[src/rtl/register_file_mp.sv]
// rtl/register_file_mp.sv - multi-port register file with busy scoreboard
// Optional same-cycle write->read forwarding when BYPASS_EN is defined.
module register_file_mp #(
  parameter int DATA_W = 32,
  parameter int NREGS  = 32,
  parameter int NRD    = 2,
  parameter int NWR    = 2,
  localparam int AW    = $clog2(NREGS)
) (
  input  logic                  CLK,
  input  logic                  RST,
  input  logic [NWR-1:0]        wen,
  input  logic [NWR*AW-1:0]     wsel,
  input  logic [NWR*DATA_W-1:0] wdat,
  input  logic [NRD*AW-1:0]     rsel,
  output logic [NRD*DATA_W-1:0] rdat,
  output logic [NRD-1:0]        rbusy,
  input  logic                  rsv_en,
  input  logic [AW-1:0]         rsv_sel,
  output logic [NREGS-1:0]      busy_vec,
  output logic                  wr_clash
);

  logic [DATA_W-1:0] regs_q [NREGS];
  logic [DATA_W-1:0] regs_d [NREGS];
  logic [NREGS-1:0]  busy_q, busy_d;
  logic              clash_q, clash_d;

  logic [AW-1:0]     wa, wb, ra;

  always_comb begin
    regs_d  = regs_q;
    busy_d  = busy_q;
    clash_d = 1'b0;
    wa      = '0;
    wb      = '0;
    // Ascending port order so the highest enabled port wins a collision.
    for (int i = 0; i < NWR; i++) begin
      wa = wsel[i*AW +: AW];
      if (wen[i] && wa != '0) begin
        regs_d[wa] = wdat[i*DATA_W +: DATA_W];
        busy_d[wa] = 1'b0;
      end
    end
    for (int i = 0; i < NWR; i++) begin
      for (int j = i + 1; j < NWR; j++) begin
        wa = wsel[i*AW +: AW];
        wb = wsel[j*AW +: AW];
        if (wen[i] && wen[j] && wa == wb && wa != '0) clash_d = 1'b1;
      end
    end
    // Reserve applied last: it beats a same-cycle release.
    if (rsv_en && rsv_sel != '0) busy_d[rsv_sel] = 1'b1;
    regs_d[0] = '0;
    busy_d[0] = 1'b0;
  end

  always_ff @(posedge CLK) begin
    if (RST) begin
      for (int r = 0; r < NREGS; r++) regs_q[r] <= '0;
      busy_q  <= '0;
      clash_q <= 1'b0;
    end else begin
      regs_q  <= regs_d;
      busy_q  <= busy_d;
      clash_q <= clash_d;
    end
  end

  always_comb begin
    rdat  = '0;
    rbusy = '0;
    ra    = '0;
    for (int i = 0; i < NRD; i++) begin
      ra = rsel[i*AW +: AW];
      rdat[i*DATA_W +: DATA_W] = regs_q[ra];
      rbusy[i]                 = busy_q[ra];
`ifdef BYPASS_EN
      for (int j = 0; j < NWR; j++) begin
        if (wen[j] && wsel[j*AW +: AW] == ra && ra != '0) begin
          rdat[i*DATA_W +: DATA_W] = wdat[j*DATA_W +: DATA_W];
          rbusy[i]                 = rsv_en && (rsv_sel == ra);
        end
      end
`endif
    end
  end

  assign busy_vec = busy_q;
  assign wr_clash = clash_q;

endmodule

[config.mk]
export PLATFORM = sky130hd
export DESIGN_NAME = register_file_mp
export DESIGN_NICKNAME = d
export VERILOG_FILES = /design/src/rtl/register_file_mp.sv
export SDC_FILE = /design/constraint.sdc
export NUM_CORES = 2
export LEC_CHECK = 0
export ABC_AREA = 1
export BUFFER_PORTS_ARGS = -buffer_cell sky130_fd_sc_hd__buf_2
export CAP_MARGIN = 20
export CORE_AREA = 2 2 463 511
export DETAILED_ROUTE_END_ITERATION = 6
export DIE_AREA = 0 0 465 513
export PLACE_DENSITY_LB_ADDON = 0.15
export RECOVER_POWER = 100
export SLEW_MARGIN = 40
export SYNTH_ARGS = -nofsm -noshare
export SYNTH_HDL_FRONTEND = slang
export SYNTH_SLANG_ARGS = --single-unit
[constraint.sdc]
create_clock -name CLK -period 2.71 [get_ports CLK]
set_input_delay 0.271 -clock CLK [delete_from_list [all_inputs] [get_ports CLK]]
set_output_delay 0.271 -clock CLK [all_outputs]
set_load 0.01 [all_outputs]
# Word level (Yosys, flattened, before mapping)
# Cells that the tools add are included.
# word_totals
regBits	1057
input_bits	94
output_inout_bits	99
elab_cells	101
# op_classes
order_cmp	14
n_eq_ne	1
muxes	28
bitwise	9
n_reduce_logical	14
# op_table
operator	count
$bwmux W1024	2
$mux W1024	1
$mux W992	1
$bmux W32 S5	2
$demux W32 S5	2
$mux W32	9
$and A32 B32 Y32	2
$not A32 Y32	2
$or A32 B32 Y32	1
$lt A5 B6 Y1 const B	5
$ge A6 B6 Y1 const B	4
$not A5 Y6	4
$demux W1 S5	3
$ge A5 B1 Y1 const B	3
$reduce_bool A5 Y1	3
$lt A6 B1 Y1 const B	2
$logic_and A1 B1 Y1	11
$bmux W1 S5	2
$mux W1	6
$eq A5 B5 Y1	1

# Depth between registers and ports, before layout
# logic_depth
depth_word	11
ltp_mapped	11
mapped_depth_nobuf	9

# Least setup slack after synthesis
# Ideal clock, no wire load.
# synth_path
path_type	input port to output port
from	input port rsel[0]
to	output port rdat[31]
t_arrival_ns	1.508
required_ns	2.439
slack_ns	0.931
stages	11
path_buffers	3
path_cell_list	buf_2 > inv_1 > clkbuf_1 > clkbuf_1 > nand2_1 > nand3_1 > nand3_1 > nand3_1 > nand2_1 > nand2_1 > nand2_1
# synth_between
elab_chain_len	4
# synth_rtl
item	line_no	rtl
start, declared	15	input logic [NRD*AW-1:0] rsel,
$not A5 Y6 (not written as such)	76	rdat[i*DATA_W +: DATA_W] = regs_q[ra];
$bmux W32 S5	76	
$mux W32 (not written as such) (2 in a row)	76	
end, declared	16	output logic [NRD*DATA_W-1:0] rdat,
# No other way between the ends. The select of a mux whose other input is x is not followed.

# Worst setup path after layout
# layout_path
from	input port wsel[4]
to	register regs_q[597] (netlist bit)
# layout_between
elab_chain_len	9
word_cells_on_any_way	12
classes_between	order compare (2); mux (6); bitwise (1); reduce/logical (3)
# layout_rtl
item	line_no	rtl
start, declared	13	input logic [NWR*AW-1:0] wsel,
$not A5 Y6 (not written as such)	41	regs_d[wa] = wdat[i*DATA_W +: DATA_W];
$ge A6 B6 Y1 (not written as such) or $lt A6 B1 Y1 (tied branches)	41	
$logic_and A1 B1 Y1 (not written as such)	41	
$mux W32 (not written as such)	41	
$demux W32 S5	41	
$bwmux W1024	41	
$mux W1024 (*)	40	if (wen[i] && wa != '0) begin
$bwmux W1024	41	
$mux W992 (*)	40	
end signal, assigned	64	regs_q <= regs_d;
end, declared	24	logic [DATA_W-1:0] regs_q [NREGS];
# Mark *: on every way between the ends. The rest lies on a longest branch, timed or not.
# A chain may end at the register's enable or synchronous reset.

==> key figures <==
Status
  – Run status: finished, violations left
  – Failing checks: DRC, setup timing

CTS
  – Number of CTS-inserted buffers: 132
  – Total clock sinks: about 1,000
  – Clock insertion delay at the later pin of the skew report: approximately 0.83 ns
  – Clock tree from TritonCTS: built
  – Clock Tree Buf Depth: 3
  – Clock tree root buffer cell: clkbuf_16
  – H-tree levels: 4
  – Setup fix buffers added after clock tree synthesis: 0
  – Clock-pin slew of the registers on the worst-case setup and hold paths: about 0.060 ns

Worst hold path
  – Type of the tightest min-delay check: input port to flop

Power
  – Pwr/cell area: about 520 mW/mm^2
  – Total leakage power: approximately 0.040 uW
  – Maximum vdd ir drop: between 0.0007 and 0.0008 V

Placed design
  – IO Port Bufs: 191
  – Detailed placement HPWL: roughly 270,000 microns
  – Cell total after placement: 14,900
  – GPL Wtd Cong: about 0.95
  – Setup slack at placement: ~0.23 ns

Global route
  – Congestion Overflow GR: 0
  – Maximum number of pins on one net before global-route repair: around 130
  – Global-route total usage across every layer: a little over a third
  – Global-route wire length before repair: just over 600,000 microns
  – Antenna violations before repair: 45
  – Number of global-route vias before repair: between 70,000 and 80,000

Yosys
  – Register bit total from synthesis: about 1,000
  – Netlist Area Pre-Place: slightly below 0.07 sq mm
  – Sequential area share after synthesis: a little under 30%
  – Syn. warnings: 0
  – Avg Synthesized Cell Area: ~5.6 sq um
  – Area share of the largest cell type after synthesis: between 20% and 30%
  – Synth top area cells: dfxtp_1 (29%), nand2_1 (18%), nand3_1 (15%)
  – Largest area contributor in the synthesized netlist: dfxtp_1
  – Nets in the synthesized netlist: between 10,000 and 15,000
  – Synthesized instance count: 12,300
  – Unique masters post-synth: 27

Finish
  – Total of fill cells in the finished design: 25,500
  – Area of all sequential standard cells: between 0.02 and 0.025 sq mm
  – Post-route core utilization: around a third
  – Area used by multi-input combinational logic: 0.0388 sq mm
  – Relative area change from synthesis to final layout: 14.8%
  – Non-filler instance count after layout: roughly 15,000
  – Final net count: between 10,000 and 15,000
  – Share of post-route cells with drive strength above 1: under 10%

Route
  – Total wire length: roughly 440,000 microns
  – Via count normalized by instance count: around 5.7
  – Number of remaining DRC errors: 2
  – Remaining antenna violation count: 0
  – Number of design-rule violations left by the first detailed-router iteration: 12,800
  – Final routed wire length divided by cell count: 28.8 microns
  – Via count: between 80,000 and 90,000
  – First-pass iteration count of the detailed router: 7

Worst setup path
  – Setup crit end kind: flop
  – Critical path fanouts, max: 15
  – Critical Path Source Type: input port
  – Slowest cell on crit path: nor2_2
  – Data arrival, critical path: between 3 and 4 ns
  – Worst path required time: between 3 and 4 ns
  – Critical-path cell list: dlygate4sd3_1, clkbuf_1, nor2_1, nand2_1, nor2_2, inv_2, clkbuf_2, nor2_1, o21bai_1, inv_1
  – Cell repeated most along the worst path: nor2_1
  – Critical path type: input port to flop
  – Critical Path Max Stage Delay: 0.92 ns

Timing
  – Setup violators final: 16
  – Final worst path period need: 2.75 ns
  – Final count of hold timing violations: 0
  – Worst Clk Skew: 0 ns
  – Final hold slack: 0.0490 ns
  – Fmax: approximately 360 MHz
  – Portion of the clock cycle consumed by the worst path in the final layout: 102%
  – Total count of max-transition violations in the final report: 0
  – Worst Setup Slack, final: -0.0446 ns
  – Least-Margin Pin Slew: about 1.4 ns
  – Setup repair after global routing missed its margin: false
  – Rel. slew slack: 5.22%

Die
  – Area of the die: 0.239 sq mm
  – Floorplan die width: 465 microns
  – Top-level port count: about 190
  – Effective utilization at floorplan: 29.9%
  – Die Y-Extent: between 500 and 600 microns
  – Std-Cell Core Area: approximately 0.23 sq mm
  – Number of standard-cell rows in the floorplan: 186

Job
  – Number of maximum-capacitance constraint violations: 0
## final timing paths
check                                  from           to  slack (ns)  cells after the start
worst max-delay path                wsel[4]  regs_q[597]       -0.04                     10
worst min-delay path               wdat[11]  regs_q[619]        0.05                      5
worst max register to register  busy_vec[2]  busy_vec[2]        1.74                      4
worst min register to register  regs_q[198]  regs_q[198]        0.49                      2
## where the power goes
group | switching [uW] | internal (uW)
clock | 7970 | 10600
sequential | 197 | 15400
combinational | 5380 | 1950
total | 13500 | 27900
## synthesized netlist by cell type
master	instances
inv_1	1566
o22ai_1	2
nor3_2	3
nor2_4	2
clkbuf_1	845
xor2_1	1
buf_2	181
a21oi_1	1349
nor4_1	2
buf_4	6
nand2_1	3314
o21bai_1	48
o21ai_0	945
dfxtp_1	1024
nor2_2	9
nand4_1	18
nor3_1	3
nand3_1	2114
nand3b_1	2
inv_2	14
clkinv_1	23
o211ai_1	134
nor3_4	2
buf_1	101
o21ai_1	65
conb_1	1
nor2_1	541
## repair_timing
| action | 4_1_cts | 5_1_grt |
|---|---|---|
| hold buffers | 74 | 0 |
| setup endpoints to repair | 3 | 6 |
| endpoints found under the hold margin | 444 | 0 |
| gates resized for setup | 5 | 13 |
## layout make-up
class / count / area share, %
multi-input combinational: 8555 / 48.6
tap: 3102 / 4.86
timing repair buffer: 664 / 7.76
sequential: 1024 / 25.7
clock buffer: 193 / 4.87
clock inverter: 41 / 0.565
antenna: 21 / 0.0658
inverter: 1603 / 7.61
## state kept, by name (all words and copies together) (netlist names)
| signal | cells |
|---|---|
| regs_q | 992 |
| busy_vec | 31 |
| wr_clash | 1 |
## worst max-delay path, delay by kind of cell
kind	cells	cell delay (ns)
buffers and inverters	5	1.58
AO/OA/AOI/OAI	1	0.10
AND/OR/NAND/NOR	4	1.58
## per-stage QoR
| step | total power [uW] | area, sq um | TNS (ns) |
|---|---|---|---|
| 3_3_place_gp | 22800 | 75400 | 0 |
| 4_1_cts | 41400 | 80500 | 0 |
| 3_5_place_dp | 22900 | 75500 | 0 |
| 6_report | 41500 | 79900 | -0.346 |
| 2_1_floorplan | 19700 | 69600 | 0 |
| 5_1_grt | 42600 | 79900 | 0 |
## kinds of logic after synthesis
family	synth area share [%]
xor gates and xnor gates	0.0126
and+or+nand+nor	36.4
buffers and inverters	15.1
other	0.00539
AOI/OAI and AO/OA	19.0
DFF	29.5
## routing by layer
metal / global-route usage, % / vias up / wire [microns]
li1: - / 38800 / -
met1: 44.4 / 41300 / 168000
met2: 52.2 / 5870 / 183000
met3: 8.33 / 1374 / 50300
met4: 25.3 / 6 / 35800
met5: 0 / - / 35
## cell usage in the layout, fill, tap and decap left out, types with 74 or more instances in the layout
cell / count
o211ai_1: 134
inv_1: 1536
nor2_1: 530
clkbuf_16: 137
nand2_1: 3283
dfxtp_1: 1016
buf_12: 127
o21ai_0: 983
buf_4: 199
clkbuf_1: 96
a21oi_1: 1349
buf_2: 104
dlygate4sd3_1: 74
nand3_1: 2109
(Power assumes the default switching activity.)
